## config.mk

```make
export PLATFORM = sky130hd
export DESIGN_NAME = msg_seq_ctrl
export DESIGN_NICKNAME = d
export VERILOG_FILES = /design/src/rtl/msg_seq_ctrl.sv
export SDC_FILE = /design/constraint.sdc
export NUM_CORES = 1
export LEC_CHECK = 0
export ABC_AREA = 1
export CAP_MARGIN = 10
export CORE_ASPECT_RATIO = 0.9
export CORE_UTILIZATION = 54
export CTS_CLUSTER_SIZE = 8
export DETAILED_ROUTE_END_ITERATION = 6
export GPL_ROUTABILITY_DRIVEN = 0
export GPL_TIMING_DRIVEN = 0
export MAX_ROUTING_LAYER = met4
export PLACE_DENSITY = 0.87
export SLEW_MARGIN = 25
export SYNTH_ARGS = -nofsm -noshare
export SYNTH_HDL_FRONTEND = slang
export SYNTH_SLANG_ARGS = --single-unit
```

## constraint.sdc

```tcl
create_clock -name clk -period 1.8 [get_ports clk]
set_clock_uncertainty 0.05 [all_clocks]
set_input_delay 0.27 -clock clk [delete_from_list [all_inputs] [get_ports clk]]
set_output_delay 0.27 -clock clk [all_outputs]
set_load 0.05 [all_outputs]
```

## src/rtl/msg_seq_ctrl.sv

```systemverilog
// msg_seq_ctrl: frame serializer with programmable bit period.
// Sends a FRAME_BITS-wide message latched from SW, MSB- or LSB-first, with
// each bit held for div_q+1 cycles (mode=0) or a single cycle (mode=1).
// Every output is a flop; next-cycle output values are computed one edge ahead.
module msg_seq_ctrl #(
  parameter int FRAME_BITS = 10
) (
  input  logic                  clk,
  input  logic                  rst,
  input  logic                  init,
  input  logic                  start,
  input  logic                  mode,
  input  logic                  sel,
  input  logic [FRAME_BITS-1:0] SW,
  output logic                  ser_out,
  output logic                  busy,
  output logic                  done,
  output logic [3:0]            bit_idx,
  output logic [FRAME_BITS-1:0] div_q
);

  typedef enum logic [1:0] {
    IDLE = 2'd0,
    SEND = 2'd1,
    DONE = 2'd2
  } state_t;

  localparam logic [3:0]            LAST_IDX = 4'(FRAME_BITS - 1);
  localparam logic [FRAME_BITS-1:0] TIMER_ONE = {{(FRAME_BITS-1){1'b0}}, 1'b1};

  state_t                state_q, state_d;
  logic [FRAME_BITS-1:0] shift_q, shift_d;
  logic [FRAME_BITS-1:0] timer_q, timer_d;
  logic [FRAME_BITS-1:0] div_d;
  logic [3:0]            idx_d;
  logic                  mode_q, mode_d;
  logic                  sel_q, sel_d;
  logic                  ser_d, busy_d, done_d;
  logic                  bit_adv;

  // Bit presented on the line for a given shift register and bit order.
  function automatic logic out_bit(input logic [FRAME_BITS-1:0] sh,
                                   input logic lsb_first);
    return lsb_first ? sh[0] : sh[FRAME_BITS-1];
  endfunction

  // Shift one position toward whichever end feeds the line.
  function automatic logic [FRAME_BITS-1:0] shift_out(input logic [FRAME_BITS-1:0] sh,
                                                      input logic lsb_first);
    return lsb_first ? {1'b0, sh[FRAME_BITS-1:1]} : {sh[FRAME_BITS-2:0], 1'b0};
  endfunction

  // A bit completes every cycle in fast mode, otherwise when the timer hits div_q.
  assign bit_adv = mode_q || (timer_q == div_q);

  // Next-state and next-output logic; outputs are precomputed so they leave flops.
  always_comb begin
    state_d = state_q;
    shift_d = shift_q;
    timer_d = timer_q;
    div_d   = div_q;
    idx_d   = bit_idx;
    mode_d  = mode_q;
    sel_d   = sel_q;
    ser_d   = ser_out;
    busy_d  = busy;
    done_d  = 1'b0;
    case (state_q)
      IDLE: begin
        busy_d = 1'b0;
        ser_d  = 1'b1;
        if (init) begin
          // init wins over a simultaneous start
          div_d = SW;
        end else if (start) begin
          shift_d = SW;
          mode_d  = mode;
          sel_d   = sel;
          idx_d   = 4'd0;
          timer_d = '0;
          busy_d  = 1'b1;
          ser_d   = out_bit(SW, sel);
          state_d = SEND;
        end
      end
      SEND: begin
        if (bit_adv) begin
          timer_d = '0;
          if (bit_idx == LAST_IDX) begin
            // Final bit done: hold bit_idx, idle the line, pulse done.
            busy_d  = 1'b0;
            done_d  = 1'b1;
            ser_d   = 1'b1;
            state_d = DONE;
          end else begin
            shift_d = shift_out(shift_q, sel_q);
            idx_d   = bit_idx + 4'd1;
            ser_d   = out_bit(shift_d, sel_q);
          end
        end else begin
          timer_d = timer_q + TIMER_ONE;
        end
      end
      DONE: begin
        busy_d  = 1'b0;
        ser_d   = 1'b1;
        state_d = IDLE;
      end
      default: begin
        busy_d  = 1'b0;
        ser_d   = 1'b1;
        state_d = IDLE;
      end
    endcase
  end

  // State, datapath and output registers; reset returns everything to idle.
  always_ff @(posedge clk or negedge rst) begin
    if (!rst) begin
      state_q <= IDLE;
      shift_q <= '0;
      timer_q <= '0;
      div_q   <= '0;
      bit_idx <= 4'd0;
      mode_q  <= 1'b0;
      sel_q   <= 1'b0;
      ser_out <= 1'b1;
      busy    <= 1'b0;
      done    <= 1'b0;
    end else begin
      state_q <= state_d;
      shift_q <= shift_d;
      timer_q <= timer_d;
      div_q   <= div_d;
      bit_idx <= idx_d;
      mode_q  <= mode_d;
      sel_q   <= sel_d;
      ser_out <= ser_d;
      busy    <= busy_d;
      done    <= done_d;
    end
  end

endmodule

```

After elaboration in Yosys (flattened, before gate mapping)
Index checks and enable logic that the tools add are counted.

Add/sub/neg operators: 2. Multipliers: 0. Div/mod/pow operators: 0. $lt $le $gt $ge: 0. Equality and inequality tests: 8. Shift operators: 0. Mux-type cells: 35. Bitwise gates (word level): 1. Reductions and logical operators: 9.

Operators by type and width (count): $mux W10 (8); $pmux W10 S2 (2); $mux W4 (4); $mux W1 (13); $add A10 B1 Y10 const B (1); $eq A10 B10 Y1 (1); $ne A2 B2 Y1 const B (5); $mux W2 (4); $pmux W4 S2 (1); $reduce_and A3 Y1 (2); $reduce_and A5 Y1 (1); $add A4 B1 Y4 const B (1); $eq A4 B4 Y1 const B (1); $pmux W1 S2 (2); $pmux W2 S2 (1); $reduce_and A2 Y1 (2); $reduce_and A4 Y1 (1); $eq A2 B1 Y1 const B (1); $logic_not A2 Y1 (1); $reduce_bool A2 Y1 (1); $logic_or A1 B1 Y1 (1); $not A1 Y1 (1).

Register bits after elaboration: 41. Bits in latches: 0. RAM bits: 0. Memory bits (read-only): 0. Input bits: 16. Output and inout port bits: 17. Word-level logic and storage cells: 65. Memories kept: 0.

Logic depth before layout (Yosys ltp)
Depth in word-level cells: 5. Mapped depth: 12. Depth with buffers taken out: 11.

Least setup slack after synthesis
OpenSTA, ideal clock, no wires.

Path kind: reg2reg. From: register bit_idx[0]. To: register bit_idx[0]. Setup time: 0.120 ns. Arrival: 1.726 ns. Data required time: 1.630 ns. Slack: -0.096 ns. Stages on the path, launching flop included: 8. Buffers on the path: 1. Clock period less this slack: 1.896 ns. Cells stage by stage: dfrtp_1 -> ha_1 -> nand2_1 -> o21ai_0 -> nand2_2 -> buf_4 -> nand3_1 -> nand2_1.

Word-level cells in the longest chain between the ends: 4. Elaborated cells on any way between the ends: 7. Those cells by class: add/sub: 1; eq/ne: 2; mux: 3; reduce/logical: 1.

Ends and longest elaborated chain: start, declared (line 18) `output logic [3:0] bit_idx,`; start signal, assigned (line 135) `bit_idx <= idx_d;`; $add A4 B1 Y4 (line 97) `idx_d = bit_idx + 4'd1;`; $mux W4 (line 89) `if (bit_idx == LAST_IDX) begin`; $mux W4 (line 87) `if (bit_adv) begin`; $pmux W4 S2 (line 68) `case (state_q)`.

Several ways; a longest one is shown, not always the timed one. The select of a mux whose other input is x is not followed. A chain may end at the register's enable or synchronous reset.

Final worst setup path
From: register busy. To: output busy.

RTL lines: start, declared (line 16) `output logic busy,`; start signal, assigned (line 139) `busy <= busy_d;`.

No word-level cell between the ends.

==> results.md <==
Timing:
- Static timing analysis puts the maximum clock frequency at 565 MHz.
- The setup total negative slack is 0 ns.
- Setup repair after global routing left no endpoint under its margin.
- The transition at the pin with the smallest max-transition slack is 0.512 ns.
- The number of slew-limit violations in the final report is 0.
- The remaining max-slew budget at the tightest pin is 0.660.
- The period utilization is 0.983.
- The minimum clock period after layout is 1.77 ns.
- Final hold analysis gives a worst-case slack of 0.326 ns.
- The number of failing setup endpoints in the final timing report is 0.
- The number of endpoints with negative hold slack in the final report is 0.

Power and ir drop:
- The static power due to leakage is ~0.0014 µW.
- The worst supply voltage drop on vdd is ~1.5 mV.
- In this run the power density over the cells is 2160 nW/µm².

CTS:
- The number of setup buffers added after CTS is 0.
- The clock reaches the later pin of the worst-skew pair after about 0.30 ns.
- The deepest level of the CTS H-tree is 2.
- In this run the clock root is driven by a sky130_fd_sc_hd__clkbuf_8.
- The clock passes through at most 2 buffers.
- The number of buffers inserted during clock tree synthesis is 5.
- Clock-pin slew was measured on the worst setup and hold paths at roughly 0.080 ns.
- Counting every sink on the clock net gives 41.
- The TritonCTS clock tree is done.

Global route:
- The residual overflow from global routing is 0.
- The initial antenna violation count is 0.
- In the global route stage, overall resource usage came out at 0.268.
- The first global-routing pass estimated around 8900 µm of wire.
- The maximum number of pins on one net before global-route repair is 32.
- The number of global-route vias before repair is just over 2k.

Critical path:
- The cell with the biggest individual delay on the critical path is sky130_fd_sc_hd__clkdlybuf4s50_1.
- Broken down by cell family, the worst path's largest delay share belongs to buffers and inverters.
- Together, buffers and inverters on the worst path number 1.
- Data arrives at the worst endpoint at about 1.5 ns.
- The critical path's largest stage delay is roughly 0.8 ns.
- The category of the worst setup path launch point is a flop.
- The critical path goes through clkdlybuf4s50_1.
- The data required time of the worst path is around 1.5 ns.
- The class of the most critical setup path is flop to primary output.
- The critical path launch point is busy.
- The kind of end point of the critical path is a primary output.
- The startpoint of the worst-slack reg-to-reg timing path is state_q[1].
- The largest fanout on the critical path is 2.

Logic synthesis:
- The fraction of the yosys area taken by sequential cells is 0.464.
- The number of distinct library cells after synthesis is 30.
- The synthesized flop and latch total is slightly above 40.
- By area the synthesized netlist is led by sky130_fd_sc_hd__dfrtp_1 45%, sky130_fd_sc_hd__nand2_1 13%, sky130_fd_sc_hd__o21ai_0 5.7%.
- In the synthesized netlist, the number of instances is 287.
- A synthesized cell averages between 7 and 8 µm².
- The share of synthesized area in the top cell type comes to 0.452.
- The combined area of all synthesized cells is between 2000 and 2500 µm².
- The total number of yosys warnings is 0.
- The most area-hungry cell type in the Yosys netlist is sky130_fd_sc_hd__dfrtp_1.
- Synthesis produced a netlist with a net count of ~310.

Die:
- The vertical die dimension is between 60 and 70 µm.
- The I/O pin count is 33.
- The number of rows created at floorplan is 21.
- The floorplan step set the die width to 69.5 µm.
- The initial utilization of the core area, before any placement, comes to 0.581.
- The total die area is approximately 4400 µm².
- The placeable core area is ~3800 µm².

Drt:
- The starting DRC count in detailed routing is approximately 150.
- Before antenna repair, the detailed router went through 4 iterations.
- The final layout contains routed wiring with a total length of roughly 5300 µm.
- In the routed design, unresolved DRC markers number 0.
- Across all layers, the routed design uses 2032 vias.
- Using the TritonRoute via totals, the vias-per-cell ratio works out to around 5.4.
- The average wire per cell in the routed design is 14.1 µm.
- The number of nets still failing antenna checks after routing is 0.

Flow run:
- The max-cap check violation count is 0.

Finish:
- The layout-stage area growth over the synthesis result is 21.5%.
- The repair_antennas step left the layout with diodes totalling 0.
- The library cell used most frequently in the layout, excluding fill and tap cells, is sky130_fd_sc_hd__nand2_1.
- The filler cells instantiated in the layout total slightly above 300.
- At the end of the flow, the number of nets in the layout was 347.
- The count of cells in the finished layout, fillers not included, comes to approximately 380.
- The share of cells above drive strength 1 is 0.0851.
- In the layout the commonest cells are 78 x sky130_fd_sc_hd__nand2_1, 38 x sky130_fd_sc_hd__dfrtp_1, 33 x sky130_fd_sc_hd__inv_1, 29 x sky130_fd_sc_hd__nor2_1, 24 x sky130_fd_sc_hd__o21ai_0.

Place:
- The count of port buffers added during placement is 32.
- The placed wire-length estimate after detailed placement is 3840 µm.
- The total instance count after detailed placement is between 300 and 400.

Status:
- The flow ran to the end, and the final reports show no timing, DRC or antenna violations.

Hold path:
- The path class of the tightest hold or removal check is input pin to async pin.
cells in the mapped netlist, drive strengths merged:
cell    count
nand2      82
dfrtp      40
inv        36
nor2       31
o21ai      27
nand3      23
o22ai      10
buf         7
xor2        6
a21oi       5
xnor2       4
ha          3
or2         3
clkbuf      2
nand4       2
nor3        2
a22oi       1
clkinv      1
dfstp       1
nand3b      1
logic make-up (layout without fill, tap and decap cells):
logic type	Yosys count	count (layout)	synth area share
compound gates	43	43	0.104
xor+xnor	10	10	0.0396
fa+ha+maj	3	3	0.0170
buf+inv	46	88	0.0904
flops	41	41	0.464
simple gates	144	144	0.285
power by group:
| part | total [µW] | switching [µW] | internal (µW) |
|---|---|---|---|
| logic | 3550 | 2380 | 1170 |
| registers | 1630 | 314 | 1310 |
| clock network | 631 | 318 | 313 |
| total | 5810 | 3020 | 2800 |
what timing repair did:
item                       4_1_cts  5_1_grt
setup endpoints to repair       15       10
pin swaps                        0        0
hold buffers                     1        0
hold endpoints to repair         9        0
resized for setup               15        1
per-layer routing:
layer,GRT usage,part of all wire,routed length [µm],vias to the layer above
met3,0.0419,0.035,184,14
met4,0.115,0.022,116,0
li1,-,-,-,988
met1,0.316,0.41,2180,988
met5,-,0,0,-
met2,0.458,0.53,2800,42
sequential cells by signal, summed over array words and instances, names as in the netlist, 2 cells and up:
name	cells
shift_q	10
state_q	2
div_q	10
bit_idx	4
timer_q	10
final timing paths:
| kind | endpoint | cells after the start | slack, ns |
|---|---|---|---|
| hold reg to reg | ser_out | 2 | 0.42 |
| max in group asynchronous | bit_idx[1] | 3 | 0.92 |
| hold / removal | timer_q[5] | 2 | 0.33 |
| min in group clk | ser_out | 2 | 0.42 |
| setup reg to reg | shift_q[8] | 8 | 0.18 |
| setup / recovery | busy | 1 | 0.03 |
through the flow:
stage                     power [µW]  cell area (µm²)  setup WS (ns)  utilization
final                           5810             2690         0.0311        0.706
after global routing            6250             2690        0.00551        0.706
after CTS                       5820             2690         0.0303        0.706
after detailed placement        5270             2610        -0.0854        0.685
after global placement          5130             2590         -0.744        0.681
after floorplan                 4250             2220         0.0798            -
layout make-up:
cell class | instances | area, µm² | area share
Multi-Input combinational cell | 200 | 986 | 0.367
Buffer | 9 | 61.3 | 0.0228
Clock buffer | 8 | 90.1 | 0.0335
Timing Repair Buffer | 34 | 327 | 0.121
Inverter | 37 | 139 | 0.0516
Sequential cell | 41 | 1030 | 0.383
Tap cell | 46 | 57.6 | 0.0214
Power figures use the tool's default switching activity.
